<file path="src/rtl/paint_column_scheduler.sv">
// paint_column_scheduler
// Turns decoded encoder step/direction strobes into LED column requests for the
// light painter. Net forward travel is accumulated into column boundaries. Each
// boundary hands one column to the strip driver over a req/ack handshake. A
// stroke runs from arm to the acknowledgement of its last column.

module paint_column_scheduler #(
    parameter int NUM_COLS      = 32,
    parameter int STEPS_PER_COL = 4,
    localparam int CW           = (NUM_COLS > 1) ? $clog2(NUM_COLS) : 1
) (
    input  logic          clk,
    input  logic          reset,
    input  logic          step,
    input  logic          dir,
    input  logic          arm,
    input  logic          col_ack,
    output logic          col_req,
    output logic [CW-1:0] col_idx,
    output logic          busy,
    output logic          done,
    output logic          overrun
);

    localparam int AW = (STEPS_PER_COL > 1) ? $clog2(STEPS_PER_COL) : 1;
    // The next-column counter has one spare bit so that it can hold NUM_COLS,
    // which means "every column of this stroke has been handed out".
    localparam int NW = CW + 1;
    localparam logic [AW-1:0] ACC_LAST = AW'(STEPS_PER_COL - 1);
    localparam logic [NW-1:0] COL_END  = NW'(NUM_COLS);

    typedef enum logic [1:0] {
        IDLE,
        ARMED,
        PAINT
    } state_t;

    state_t         state;
    logic [AW-1:0]  acc;
    logic [NW-1:0]  next_col;

    logic fwd;
    logic rev;
    logic cols_left;
    logic boundary;
    logic ack_taken;

    // Decode the step strobe and detect column boundaries and accepted acks.
    always_comb begin
        fwd       = step & dir;
        rev       = step & ~dir;
        cols_left = (next_col != COL_END);
        boundary  = (state == PAINT) && fwd && (acc == ACC_LAST) && cols_left;
        ack_taken = col_req & col_ack;
    end

    // Stroke sequencer: the state, the step accumulator and all registered outputs.
    always_ff @(posedge clk) begin
        if (reset) begin
            state    <= IDLE;
            acc      <= '0;
            next_col <= '0;
            col_req  <= 1'b0;
            col_idx  <= '0;
            busy     <= 1'b0;
            done     <= 1'b0;
            overrun  <= 1'b0;
        end else begin
            done <= 1'b0;
            case (state)
                IDLE: begin
                    if (arm) begin
                        state    <= ARMED;
                        busy     <= 1'b1;
                        acc      <= '0;
                        next_col <= '0;
                        overrun  <= 1'b0;
                    end
                end

                ARMED: begin
                    if (fwd) begin
                        state    <= PAINT;
                        col_req  <= 1'b1;
                        col_idx  <= '0;
                        acc      <= '0;
                        next_col <= NW'(1);
                    end
                end

                PAINT: begin
                    // Once the last column has been handed out, steps no longer matter.
                    if (cols_left) begin
                        if (fwd) begin
                            acc <= (acc == ACC_LAST) ? '0 : acc + 1'b1;
                        end else if (rev && (acc != '0)) begin
                            acc <= acc - 1'b1;
                        end
                    end

                    if (boundary) begin
                        next_col <= next_col + 1'b1;
                        if (!col_req || col_ack) begin
                            col_req <= 1'b1;
                            col_idx <= next_col[CW-1:0];
                        end else begin
                            overrun <= 1'b1;
                        end
                    end else if (ack_taken) begin
                        col_req <= 1'b0;
                        // The stroke ends when the final outstanding request is acked.
                        // This normally means the ack of column NUM_COLS-1. If that
                        // column was lost to an overrun, the stroke still terminates
                        // instead of waiting forever.
                        if (!cols_left) begin
                            done  <= 1'b1;
                            busy  <= 1'b0;
                            state <= IDLE;
                        end
                    end
                end

                default: begin
                    state <= IDLE;
                end
            endcase
        end
    end

endmodule

</file>
<file path="config.mk">
export PLATFORM = sky130hd
export DESIGN_NAME = paint_column_scheduler
export DESIGN_NICKNAME = d
export VERILOG_FILES = /design/src/rtl/paint_column_scheduler.sv
export SDC_FILE = /design/constraint.sdc
export NUM_CORES = 1
export LEC_CHECK = 0
export CAP_MARGIN = 0
export CORE_MARGIN = 2
export CORE_UTILIZATION = 24
export CTS_BUF_LIST = sky130_fd_sc_hd__clkbuf_4 sky130_fd_sc_hd__clkbuf_8
export CTS_CLUSTER_SIZE = 28
export DETAILED_ROUTE_END_ITERATION = 10
export MAX_ROUTING_LAYER = met4
export PLACE_DENSITY_LB_ADDON = 0.05
export SKIP_LAST_GASP = 1
export SLEW_MARGIN = 20
export SYNTH_ARGS = -nofsm -noshare
export SYNTH_HDL_FRONTEND = slang
export SYNTH_SLANG_ARGS = --single-unit
</file>
<file path="constraint.sdc">
create_clock -name clk -period 1.8 [get_ports clk]
set_clock_uncertainty 0.05 [all_clocks]
set_input_delay 0.36 -clock clk [delete_from_list [all_inputs] [get_ports clk]]
set_output_delay 0.36 -clock clk [all_outputs]
set_load 0.01 [all_outputs]
</file>
==> qor.txt, run 1 <==
LOGIC SYNTHESIS
------------------------------------------------------------------------------
Post-synthesis compound-gate area fraction                               25.6%
Total number of yosys warnings                                               0
Count of flip-flops with a built-in enable after synthesis                   0
Cell types occupying the most area after synthesis                sky130_fd_sc_hd__dfxtp_1 33%, sky130_fd_sc_hd__ha_1 8.8%, sky130_fd_sc_hd__a21oi_1 4.4%, sky130_fd_sc_hd__a22o_1 3.9%, sky130_fd_sc_hd__inv_1 3.3%
Area of the mapped netlist                                            1140 µm²
Synthesized instance count                                                 132
Mean instance size in the synthesized netlist                         8.61 µm²
Synthesis-stage register bit count                                          19
Synth Area in Adders                                                     8.81%
Post-synthesis mux area share                                            1.76%
Dominant cell type by area after synthesis                        sky130_fd_sc_hd__dfxtp_1
Predominant post-synthesis flop cell                              sky130_fd_sc_hd__dfxtp_1
Register area share after synthesis                                      33.5%
Simple-gate share of the synthesized area                                25.8%
Number of nets in the synthesized netlist                                  146
Top-area cell type share of the netlist area                             33.5%
Post-synthesis share of cell area spent on xor and xnor gates               0%
Asr flop ratio synth                                                        0%
Main combinational cell family by area after synthesis            simple AND/OR/NAND/NOR gates
Count of cell types in the netlist                                          44

CRITICAL PATH
------------------------------------------------------------------------------
Maximum fanout along the worst path                                          5
Gate family responsible for the most delay along the worst path   simple AND/OR/NAND/NOR gates
Type of the worst setup path                                        reg -> reg
Crit end category                                                         flop
Critical path's slowest cell                                      sky130_fd_sc_hd__or4_1
Worst Reg2Reg Path Length in Cells                                           6
Data arrival, critical path                                            1.87 ns
Worst reg2reg path startpoint                                      next_col[0]
End of the worst register-to-register path                             overrun
Required time reported for the critical path endpoint                  1.95 ns
Reg-to-reg setup timing slack                                          0.08 ns
Critical path launch point type                                           flop
Critical path, cell by cell                                       inv_1 -> ha_1 -> nor2b_4 -> a21o_1 -> or4_1 -> a21oi_2
CP max stage delay                                                     0.53 ns
Buf+Inv Stages, Crit Path                                                    1

ROUTE
------------------------------------------------------------------------------
Post-route DRC                                                               0
Final wirelength                                                       3200 µm
Routed wire per std cell                                               14.0 µm
Number of iterations in the first detailed-routing pass                      4
DR vias                                                                  1,140
Initial drt markers                                                         32
Avg Vias per Cell                                                         5.00
Antenna violation net count after detailed routing                           0

CELLS AND AREA
------------------------------------------------------------------------------
Commonest non-fill, non-tap cell in the layout                    sky130_fd_sc_hd__buf_4
Net total in the final layout                                              189
Antenna diode count                                                          0
Ratio of cells with drive above 1 in the final layout                    27.0%
Area growth from synthesis to layout                                     43.5%
Most used cells in the layout excluding fill and tap cells        26 x sky130_fd_sc_hd__buf_4, 16 x sky130_fd_sc_hd__dfxtp_1, 12 x sky130_fd_sc_hd__clkdlybuf4s50_1, 10 x sky130_fd_sc_hd__inv_1, 10 x sky130_fd_sc_hd__nand2_1
Final cell count without fillers                                           228

FLOORPLAN
------------------------------------------------------------------------------
Starting density of the core                                             24.5%
Standard cell core area                                               4630 µm²
Chip height                                                            72.8 µm
Horizontal die dimension                                               72.8 µm
Die Footprint                                                         5300 µm²
Row Count                                                                   25
Number of top-level pins                                                    15

TIMING
------------------------------------------------------------------------------
Max Slew Vio Count                                                           0
Rel. slew slack                                                          74.6%
Finish-stage setup viols                                                     0
WHS                                                                   0.424 ns
Total count of hold-check failures in the final report                       0
Minimum clock period                                                   1.72 ns
Setup repair after global routing missed its margin                         no
Accumulated negative setup slack                                          0 ns
Fmax                                                                   581 MHz
Worst slew pin tran                                                   0.381 ns
Final Cycle Share                                                        95.6%

PWR
------------------------------------------------------------------------------
Post-route total power                                                 1630 µW
Power density cells                                                1000 nW/µm²
Leakage                                                            0.000642 µW
VDD IR max                                                          0.000317 V

HOLD PATH
------------------------------------------------------------------------------
Launch instance of the worst min-delay path                            overrun
Hold worst-path end                                                    overrun
Instance count along the most critical hold path                             2
Class of the tightest hold or removal check                         reg -> reg

CLOCKING
------------------------------------------------------------------------------
H-Tree Depth                                                                 1
CTS Sinks                                                                   19
Clock transition at the registers of the reported paths                0.09 ns
Post-CTS setup buffer count                                                  0
CTS tree                                                                 built
Number of clock buffers inserted by TritonCTS                                3
Maximum clock insertion buffer count                                         2
Root buffer cell                                                  sky130_fd_sc_hd__clkbuf_8
Clk Latency, worst-skew pair                                           0.26 ns

PLACE
------------------------------------------------------------------------------
IO Port Bufs                                                                14
Detailed Place HPWL                                                    2480 µm
Gp weighted congestion                                                   0.758
Placed insts                                                               224

OUTCOME
------------------------------------------------------------------------------
Status                                                            complete, no violations

GLOBAL ROUTE
------------------------------------------------------------------------------
Maximum number of pins on one net before global-route repair                16
Wire length of the first global-routing pass                           5550 µm
GRT Resource Usage Total                                                 13.9%
Number of global-route vias before repair                                1,133
Initial antenna violation count                                              0
Total global routing overflow                                                0

FLOW RUN
------------------------------------------------------------------------------
Max Cap Viol                                                                 0

## final cells by class
type	count	area, µm²
inverters	11	41.3
flip-flops and latches	19	384
well taps	54	67.6
multi-input cells	99	734
repair buffers	41	357
clock inverters	1	5.00
clock buffers	3	41.3
fillers	514	3000
## worst min-delay path, cell delays in order, from the launching register on
cell                      delay (ns)
sky130_fd_sc_hd__dfxtp_1        0.32
sky130_fd_sc_hd__nand2_1        0.07
sky130_fd_sc_hd__a21oi_2        0.05
## cells in the mapped netlist (all sizes together) (4+ instances only)
cell,n
inv,11
ha,8
nand3,4
o21ai,10
dfxtp,19
nor2b,6
nand2,10
a21oi,11
a22o,5
a31oi,4
## sequential cells by signal, summed over array words and instances (netlist names)
name	flops
col_req	1
next_col	6
busy	1
acc	2
overrun	1
state	2
col_idx	5
done	1
## routing by layer
metal | global-route usage [%] | share of wire, %
met5 | - | 0
met4 | 3.29 | 0.84
met3 | 2.35 | 2.4
met2 | 21.0 | 47
met1 | 19.2 | 50
## per-stage QoR
step / utilization [%] / instance area (µm²) / worst slack [ns]
after floorplan: - / 1140 / 0.118
after CTS: 34.5 / 1600 / 0.0221
final: 35.2 / 1630 / 0.0787
after detailed placement: 33.4 / 1550 / -0.288
after global placement: 33.4 / 1550 / -0.246
after global routing: 35.2 / 1630 / 0.0000555
## report_power, final
group	internal [µW]	leakage (µW)	total, µW	switching, µW
Clock	154	0.0000255	318	163
Combinational	406	0.000462	811	405
Sequential	465	0.000155	502	36.7
## what timing repair did
| action | in CTS | in global routing |
|---|---|---|
| resized for setup | 3 | 9 |
| pin swaps | 0 | 0 |
| hold buffers | 0 | 0 |
| endpoints found under the setup margin | 4 | 10 |
## logic make-up after synthesis
group | count (synthesis)
flip-flops | 19
buffers and inverters | 14
AO/OA/AOI/OAI | 44
AND/OR/NAND/NOR | 45
multiplexers | 2
adder cells (fa/ha/maj) | 8
## worst max path at each step
stage                            from     endpoint  slack (ns)  depth (start not counted)
after detailed placement         step       acc[1]       -0.29                          5
final                     next_col[0]      overrun        0.08                          6
after floorplan           next_col[0]      overrun        0.12                          6
after global placement           step       acc[0]       -0.25                          5
after CTS                 next_col[0]      overrun        0.02                          6
after global routing         state[1]  next_col[5]     0.00006                          6
Note: power is estimated with default switching activity, not from simulation.
==> run 2: changes to the inputs <==
Settings changed: RECOVER_POWER set to 25.
==> run 2 against run 1 <==
Clock power about the same. Cell count is the same. Design area did not move. Hold slack got worse by 0.0034 ns. Sequential power is essentially flat. Count of clock-buffer cells in the layout did not move. Via count unchanged. First-iteration DRC count is the same. Non-clock buffer count unchanged.
==> qor.txt, run 2 (same netlist as run 1, synthesis figures left out) <==
PLACE
---------------------------------------------------------------------------
DP Worst Slack                                                    -0.288 ns
Instance area after placement                                      1550 µm²
Gp weighted congestion                                                0.758
Detailed Place HPWL                                                 2480 µm
IO Port Bufs                                                             14

CELLS AND AREA
---------------------------------------------------------------------------
Ratio of cells with drive above 1 in the final layout                 27.0%
Most used cells in the layout excluding fill and tap cells     26 x sky130_fd_sc_hd__buf_4, 16 x sky130_fd_sc_hd__dfxtp_1, 10 x sky130_fd_sc_hd__inv_1, 10 x sky130_fd_sc_hd__nand2_1
Flip-flop count of the largest register after layout                      6
Net total in the final layout                                           189
Leading registers by flop count                                next_col: 6 flops, col_idx: 5 flops
Register bank with the most flops                                  next_col
Commonest non-fill, non-tap cell in the layout                 sky130_fd_sc_hd__buf_4
Area growth from synthesis to layout                                  43.5%
Number of inserted filler cells in the final layout                     514
Post-Layout Inst Area                                              1630 µm²
Antenna diode count                                                       0

CLOCKING
---------------------------------------------------------------------------
Clk Latency, worst-skew pair                                        0.26 ns
Root buffer cell                                               sky130_fd_sc_hd__clkbuf_8
Number of clock buffers inserted by TritonCTS                             3
CTS Sinks                                                                19
Number of buffers added to fix hold violations after cts                  0
H-Tree Depth                                                              1
Maximum clock insertion buffer count                                      2
Clock transition at the registers of the reported paths             0.09 ns
CTS tree                                                              built

ROUTE
---------------------------------------------------------------------------
Routed wire per std cell                                            14.0 µm
Post-route DRC                                                            0
Number of iterations in the first detailed-routing pass                   4
Antenna violation net count after detailed routing                        0
Final wirelength                                                    3200 µm
DR vias                                                               1,140
Initial drt markers                                                      32
Avg Vias per Cell                                                      5.00

PWR
---------------------------------------------------------------------------
Leakage                                                         0.000653 µW
Power density cells                                             1000 nW/µm²
VDD IR max                                                       0.000317 V

GLOBAL ROUTE
---------------------------------------------------------------------------
Initial antenna violation count                                           0
Total global routing overflow                                             0
GRT Resource Usage Total                                              13.9%
Number of global-route vias before repair                             1,133
Maximum number of pins on one net before global-route repair             16
Wire length of the first global-routing pass                        5550 µm

FLOW RUN
---------------------------------------------------------------------------
Max Cap Viol                                                              0

FLOORPLAN
---------------------------------------------------------------------------
Chip height                                                         72.8 µm
Starting density of the core                                          24.5%
Standard cell core area                                            4630 µm²
Horizontal die dimension                                            72.8 µm
Number of top-level pins                                                 15
Row Count                                                                25
Die Footprint                                                      5300 µm²

TIMING
---------------------------------------------------------------------------
Worst setup slack after layout                                    0.0787 ns
Max Slew Vio Count                                                        0
Fmax                                                                581 MHz
WHS                                                                0.421 ns
Worst slew pin tran                                                0.381 ns
Rel. slew slack                                                       74.6%
Final Cycle Share                                                     95.6%
Total count of hold-check failures in the final report                    0
Minimum clock period                                                1.72 ns
Finish-stage setup viols                                                  0
Setup repair after global routing missed its margin                      no

CRITICAL PATH
---------------------------------------------------------------------------
Maximum fanout along the worst path                                       5
Critical path launch point type                                        flop
Crit end category                                                      flop
Data arrival, critical path                                         1.87 ns
Type of the worst setup path                                     reg -> reg
Required time reported for the critical path endpoint               1.95 ns

HOLD PATH
---------------------------------------------------------------------------
Class of the tightest hold or removal check                      reg -> reg

OUTCOME
---------------------------------------------------------------------------
Status                                                         complete, no violations

==> run 2: cell types whose count changed in the layout (fill, tap and decap cells not counted) <==
cell	previous run	this run
sky130_fd_sc_hd__clkdlybuf4s50_1	12	9
sky130_fd_sc_hd__dlygate4sd3_1	0	3
==> run 2: metrics by stage <==
| stage | total power [µW] | TNS, ns | util [%] | instances |
|---|---|---|---|---|
| 2_1_floorplan | 949 | 0 | - | 132 |
| 3_3_place_gp | 1310 | -3.11 | 33.4 | 224 |
| 3_5_place_dp | 1300 | -3.60 | 33.4 | 224 |
| 4_1_cts | 1630 | 0 | 34.5 | 228 |
| 5_1_grt | 1780 | 0 | 35.2 | 228 |
| 6_report | 1630 | 0 | 35.2 | 228 |
==> run 2: area by class of cell <==
type                       instances  area (µm²)  area share, %
inverter                          11        41.3           2.53
clock buffer                       3        41.3           2.53
multi-input combinational         99         734           45.0
tap                               54        67.6           4.14
timing repair buffer              41         357           21.9
clock inverter                     1        5.00          0.307
sequential                        19         384           23.6
==> run 2: repair_timing <==
item | in CTS | in global routing
pin swaps | 0 | 0
setup endpoints to repair | 4 | 10
buffers inserted | 0 | 0
endpoints found under the hold margin | 0 | 0
resized for setup | 3 | 9
==> run 2: worst paths after layout <==
path | from | end | slack [ns] | depth (start not counted)
worst max-delay path | next_col[0] | overrun | 0.08 | 6
worst max register to register | next_col[0] | overrun | 0.08 | 6
worst min register to register | overrun | overrun | 0.42 | 2
worst min-delay path | overrun | overrun | 0.42 | 2
==> run 2: power by group <==
part,internal [µW],leakage [µW],switching [µW]
Clock,154,0.0000255,163
Sequential,465,0.000155,36.7
Combinational,406,0.000472,405
Total,1030,0.000653,605
==> run 2: layer usage <==
layer	vias up	share of wire [%]	track usage, %
li1	576	-	-
met5	-	0	-
met1	540	50	19.2
met4	0	0.85	3.29
met2	20	47	21.0
met3	4	2.4	2.35
==> run 2: critical path, stage by stage (launching register included) <==
cell	delay [ns]
sky130_fd_sc_hd__dfxtp_1	0.34
sky130_fd_sc_hd__inv_1	0.06
sky130_fd_sc_hd__ha_1	0.21
sky130_fd_sc_hd__nor2b_4	0.16
sky130_fd_sc_hd__a21o_1	0.17
sky130_fd_sc_hd__or4_1	0.53
sky130_fd_sc_hd__a21oi_2	0.13
